**src/rtl/sram_controller_pkg.sv**
```systemverilog
// Shared types and constants for the MEM-stage SRAM controller.
package sram_controller_pkg;

  typedef enum logic [1:0] {
    IDLE = 2'd0,
    LOW  = 2'd1,
    HIGH = 2'd2,
    DONE = 2'd3
  } state_t;

  localparam logic [31:0] SRAM_BASE_DEFAULT = 32'd1024;
  localparam int          SRAM_ADDR_W       = 18;
  localparam int          SRAM_DATA_W       = 16;

endpackage

```
**src/rtl/sram_controller.sv**
```systemverilog
// MEM-stage responder: serves 32-bit pipeline loads/stores from a 16-bit async SRAM
// as two half-accesses of HALF_CYCLES clocks each, holding ready low meanwhile.
module sram_controller
  import sram_controller_pkg::*;
#(
  parameter int          HALF_CYCLES = 2,
  parameter logic [31:0] SRAM_BASE   = SRAM_BASE_DEFAULT
) (
  input  logic                   clk,
  input  logic                   rst,
  input  logic                   rd_en,
  input  logic                   wr_en,
  input  logic [31:0]            address,
  input  logic [31:0]            write_data,
  output logic [31:0]            read_data,
  output logic                   ready,
  output logic [SRAM_ADDR_W-1:0] sram_addr,
  output logic [SRAM_DATA_W-1:0] sram_dq_out,
  output logic                   sram_dq_oe,
  input  logic [SRAM_DATA_W-1:0] sram_dq_in,
  output logic                   sram_we_n,
  output logic                   sram_oe_n,
  output logic                   sram_ce_n,
  output logic                   sram_ub_n,
  output logic                   sram_lb_n,
  output logic [1:0]             dbg_state
);

  // Handshake: a request (rd_en|wr_en) is taken only in IDLE; ready stays low from that
  // cycle until the one-cycle DONE pulse, and the requester must hold its stage until then.

  state_t                 r_state, w_next_state;
  logic [3:0]             r_cnt, w_next_cnt;
  logic                   r_is_wr;
  logic [16:0]            r_word;
  logic [31:0]            r_wdata;
  logic [15:0]            r_rdata_lo;
  logic [31:0]            r_read_data;
  logic [SRAM_ADDR_W-1:0] r_sram_addr;
  logic [SRAM_DATA_W-1:0] r_dq_out;
  logic                   r_dq_oe, r_we_n, r_oe_n;

  logic        w_req, w_last, w_cap, w_is_wr, w_next_busy, w_unused;
  logic [31:0] w_off, w_wdata;
  logic [16:0] w_word;

  assign w_req    = rd_en | wr_en;
  assign w_off    = address - SRAM_BASE;
  assign w_unused = ^{w_off[31:19], w_off[1:0]};
  assign w_last   = (r_cnt == 4'(HALF_CYCLES - 1));
  assign w_cap    = (r_state == IDLE) && w_req;

  // SRAM outputs are registered from the next state, so values seen at capture time are muxed in.
  assign w_is_wr     = w_cap ? wr_en : r_is_wr;
  assign w_word      = w_cap ? w_off[18:2] : r_word;
  assign w_wdata     = w_cap ? write_data : r_wdata;
  assign w_next_busy = (w_next_state == LOW) || (w_next_state == HIGH);

  always_comb begin
    w_next_state = r_state;
    w_next_cnt   = r_cnt;
    case (r_state)
      IDLE: if (w_req) begin
        w_next_state = LOW;
        w_next_cnt   = 4'd0;
      end
      LOW: if (w_last) begin
        w_next_state = HIGH;
        w_next_cnt   = 4'd0;
      end else begin
        w_next_cnt = r_cnt + 4'd1;
      end
      HIGH: if (w_last) begin
        w_next_state = DONE;
        w_next_cnt   = 4'd0;
      end else begin
        w_next_cnt = r_cnt + 4'd1;
      end
      DONE:    w_next_state = IDLE;
      default: w_next_state = IDLE;
    endcase
  end

  always_comb begin
    ready = 1'b0;
    case (r_state)
      IDLE:    ready = ~w_req;
      DONE:    ready = 1'b1;
      default: ready = 1'b0;
    endcase
  end

  always_ff @(posedge clk) begin
    if (rst) begin
      r_state     <= IDLE;
      r_cnt       <= 4'd0;
      r_is_wr     <= 1'b0;
      r_word      <= '0;
      r_wdata     <= '0;
      r_rdata_lo  <= '0;
      r_read_data <= '0;
      r_sram_addr <= '0;
      r_dq_out    <= '0;
      r_dq_oe     <= 1'b0;
      r_we_n      <= 1'b1;
      r_oe_n      <= 1'b1;
    end else begin
      r_state <= w_next_state;
      r_cnt   <= w_next_cnt;
      if (w_cap) begin
        r_is_wr <= wr_en;
        r_word  <= w_off[18:2];
        r_wdata <= write_data;
      end
      // The low half is staged so read_data only ever changes on a completed read.
      if (!r_is_wr && w_last) begin
        if (r_state == LOW)  r_rdata_lo  <= sram_dq_in;
        if (r_state == HIGH) r_read_data <= {sram_dq_in, r_rdata_lo};
      end
      r_we_n  <= ~(w_next_busy & w_is_wr);
      r_oe_n  <= ~(w_next_busy & ~w_is_wr);
      r_dq_oe <= w_next_busy & w_is_wr;
      if (w_next_state == LOW) begin
        r_sram_addr <= {w_word, 1'b0};
        r_dq_out    <= w_wdata[15:0];
      end else if (w_next_state == HIGH) begin
        r_sram_addr <= {w_word, 1'b1};
        r_dq_out    <= w_wdata[31:16];
      end
    end
  end

  assign read_data   = r_read_data;
  assign sram_addr   = r_sram_addr;
  assign sram_dq_out = r_dq_out;
  assign sram_dq_oe  = r_dq_oe;
  assign sram_we_n   = r_we_n;
  assign sram_oe_n   = r_oe_n;
  assign sram_ce_n   = 1'b0;
  assign sram_ub_n   = 1'b0;
  assign sram_lb_n   = 1'b0;
  assign dbg_state   = r_state;

endmodule

```
**config.mk**
```make
export PLATFORM = sky130hd
export DESIGN_NAME = sram_controller
export DESIGN_NICKNAME = d
export VERILOG_FILES = /design/src/rtl/sram_controller_pkg.sv /design/src/rtl/sram_controller.sv
export SDC_FILE = /design/constraint.sdc
export NUM_CORES = 1
export LEC_CHECK = 0
export CAP_MARGIN = 20
export CORE_ASPECT_RATIO = 0.5
export CORE_UTILIZATION = 46
export CTS_CLUSTER_SIZE = 8
export DETAILED_ROUTE_END_ITERATION = 12
export PLACE_DENSITY_LB_ADDON = 0.25
export SLEW_MARGIN = 20
export SYNTH_ARGS = -nofsm -noshare
export SYNTH_HDL_FRONTEND = slang
export SYNTH_SLANG_ARGS = --single-unit
```
**constraint.sdc**
```tcl
create_clock -name clk -period 3.06 [get_ports clk]
set_input_delay 0.918 -clock clk [delete_from_list [all_inputs] [get_ports clk]]
set_output_delay 0.918 -clock clk [all_outputs]
set_load 0.1 [all_outputs]
```
==> metrics.log <==
[metrics] CTS Root Cell: clkbuf_16
[metrics] logic gate share of total power: 20.9%
[metrics] Synth area leaders: dfxtp_1 51%, nand2_1 14%, a21oi_1 8.7%, a31o_2 2.5%, nand3b_1 2.3%
[metrics] Initial Util: 48.6%
[metrics] worst clock skew on the final layout: 0.00792 ns
[metrics] slew of the pin with the lowest slew margin: 0.664 ns
[metrics] clock latency reported for the late side of the worst-skew pair: 0.41 ns
[metrics] global-route wire length before repair: 21800 µm
[metrics] most frequently used flop master after synthesis: dfxtp_1
[metrics] Congestion Overflow GR: 0
[metrics] post-route ant nets: 0
[metrics] count of unresolved DRC violations after routing: 0
[metrics] number of input and output port buffers inserted: 140
[metrics] number of hold buffers added after CTS: 0
[metrics] final number of max-transition violations: 0
[metrics] area share of the largest cell type after synthesis: 51.3%
[metrics] Floorplan Core Area: 11300 µm²
[metrics] power per cell area: 744 nW/µm²
[metrics] smallest hold slack: 0.448 ns
[metrics] number of vias after detailed routing: 4941
[metrics] count of maximum capacitance violations: 0
[metrics] P_leak: 3.11 nW
[metrics] Peak Freq: 337 MHz
[metrics] number of search-and-repair iterations in the first detailed-routing pass: 5
[metrics] share of the yosys chip area belonging to registers: 51.3%
[metrics] global-route track usage on met2: 39.1%
[metrics] Yosys reg bits: 141
[metrics] maximum level of the CTS H-tree: 4
[metrics] Reg clk slew, reported paths: 0.06 ns
[metrics] per-cell via count in the routed design: 5.09
[metrics] critical path required time: 2.14 ns
[metrics] peak-usage layer in the global routing report: met2
[metrics] routed len/inst: 13.6 µm
[metrics] final sum of negative setup slack: 0 ns
[metrics] vias in the first global route: 4724
[metrics] WL final: 13200 µm
[metrics] Post-Synthesis Cells: 663
[metrics] critical path start-end classification: input port to output port
[metrics] antenna violations before repair: 0
[metrics] type of the tightest min-delay check: register to register
[metrics] Global Route Usage Sum: 22.4%
[metrics] pin count of the biggest net entering global routing: 67
[metrics] Num CTS Buffers: 17
[metrics] signed area change from the synthesized netlist to the final layout: 39.7%
[metrics] number of distinct library cells after synthesis: 46
[metrics] largest fanout on the critical path: 5
[metrics] number of endpoints failing setup at the final stage: 0
[metrics] drt initial violations: 308
[metrics] horizontal extent of the die: 157 µm
[metrics] Switching Fraction: 29.1%
[metrics] data arrival time at the worst-slack endpoint: 2.05 ns
[metrics] global-route track usage on met3: 6.11%
[metrics] Rel. slew slack: 55.7%
[metrics] Final HPWL DP: 8610 µm
[metrics] Hold Violations, Final: 0
[metrics] number of clock sinks: 141
[metrics] reg-to-reg slack, setup: 0.42 ns
[metrics] final setup slack of the worst path: 0.0968 ns
[metrics] Boundary Pins: 159
[metrics] part of the total power dissipated in the clock network: 43.8%
[metrics] most common cell in the synthesized netlist: nand2_1
[metrics] VDD IR-drop max: 413 µV
[metrics] ratio of cells with drive above 1 in the final layout: 20.1%
[metrics] Die Area: 12400 µm²
[metrics] Period Utilization, post-route: 96.8%
[metrics] Final GP Congestion: 0.784
[metrics] # resized after CTS: 3
[metrics] share of synthesized registers carrying an async set or reset: 0%
[metrics] commonest cells in the synthesized netlist: 205 x nand2_1, 141 x dfxtp_1, 96 x a21oi_1, 31 x nor2_1, 26 x clkbuf_1
[metrics] outcome: finished, final reports clean
[metrics] grt met1 use: 26.7%
[metrics] total inserted antenna cells: 0
[metrics] CTS tree: built
[metrics] Clock Tree Buf Depth: 2
[metrics] netlist area before placement: 5500 µm²
[metrics] utilization of the core after routing: 67.9%
[metrics] endpoint type of the worst setup path: output port
[metrics] Syn. warnings: 0
[metrics] kind of start point of the critical path: input port
[metrics] number of rows created at floorplan: 27
[metrics] total power after layout: 5.72 mW
[metrics] Yosys top cell by area: dfxtp_1
[metrics] buffers inserted during post-CTS setup optimization: 0
[metrics] die boundary height: 79.3 µm
[metrics] number of enable flip-flop cells after synthesis: 0
[metrics] Sequential Power Share: 35.3%
[metrics] RSZ-0062 raised after global routing: false
[metrics] worst setup slack before clock tree synthesis: -0.235 ns
[metrics] Final Critical Period: 2.96 ns
[metrics] Mean Syn Cell Area: 8.30 µm²
[metrics] Final #Nets: 892
[metrics] Internal Pwr Total: 4.06 mW
[metrics] Switching Power: 1.66 mW
==> power groups by stage <==
stage	Combinational, mW	Sequential (mW)	Clock (mW)
finish	1.20	2.02	2.51
global route	1.27	2.03	2.65
CTS	1.20	2.02	2.55
detailed placement	1.19	2.06	0
global placement	1.18	2.05	0
floorplan	0.402	2.49	0
==> worst max-delay path, stage by stage <==
cell	delay (ns)
dlygate4sd2_1	0.30
or3b_4	0.45
a21oi_4	0.18
buf_12	0.19
==> cell usage in the layout (no fill, tap or decap), drive strengths merged, types with 4 or more instances in the layout <==
cell	instances
a21oi	96
a22o	11
a31o	16
buf	93
bufinv	8
clkbuf	18
clkdlybuf4s50	65
clkinv	4
dfxtp	141
ha	10
inv	13
nand2	205
nand3	18
nand3b	17
nor2	31
nor3	13
o21ai	8
o31ai	7
==> path summary, 6_finish.rpt <==
check                     start            end  depth (start not counted)
setup / recovery          wr_en          ready                          4
hold / removal    r_rdata_lo[8]   read_data[8]                          2
setup reg to reg       r_cnt[0]  sram_addr[14]                          9
hold reg to reg   r_rdata_lo[8]   read_data[8]                          2
==> cell families (layout without fill, tap and decap cells) <==
kind of cell	count (synthesis)	in the layout	share of synthesized area, %
AO/OA/AOI/OAI	147	147	16.2
XOR/XNOR	3	3	0.478
adder cells (fa/ha/maj)	10	10	2.27
buffers and inverters	57	203	4.87
flip-flops	141	141	51.3
multiplexers	2	2	0.364
other	1	3	0.0681
AND/OR/NAND/NOR	302	302	24.4
==> area by class of cell <==
type / instances / area [µm²]
repair buffers: 160 / 1450
flip-flops and latches: 141 / 2830
inverters: 11 / 41.3
clock inverters: 14 / 285
clock buffers: 18 / 439
fillers: 935 / 3630
well taps: 159 / 199
multi-input cells: 467 / 2450
==> registers in the layout (all words and copies together), names as in the netlist <==
name and cells:
r_wdata 32, sram_we_n 1, sram_dq_oe 1, sram_dq_out 16, r_rdata_lo 16, r_cnt 4
sram_addr 18, r_word 17, read_data 32, r_is_wr 1, sram_oe_n 1, dbg_state 2
==> routing by layer <==
layer | up-vias | routed length [µm]
li1 | 2485 | -
met1 | 2307 | 5940
met2 | 132 | 6380
met3 | 17 | 734
met4 | 0 | 141
met5 | - | 0
==> stage by stage <==
stage	area, µm²	cells
final	7690	970
after global placement	6970	938
after CTS	7690	970
after detailed placement	6970	938
after global routing	7690	970
after floorplan	5520	665
Note: power is estimated with default switching activity, not from simulation.
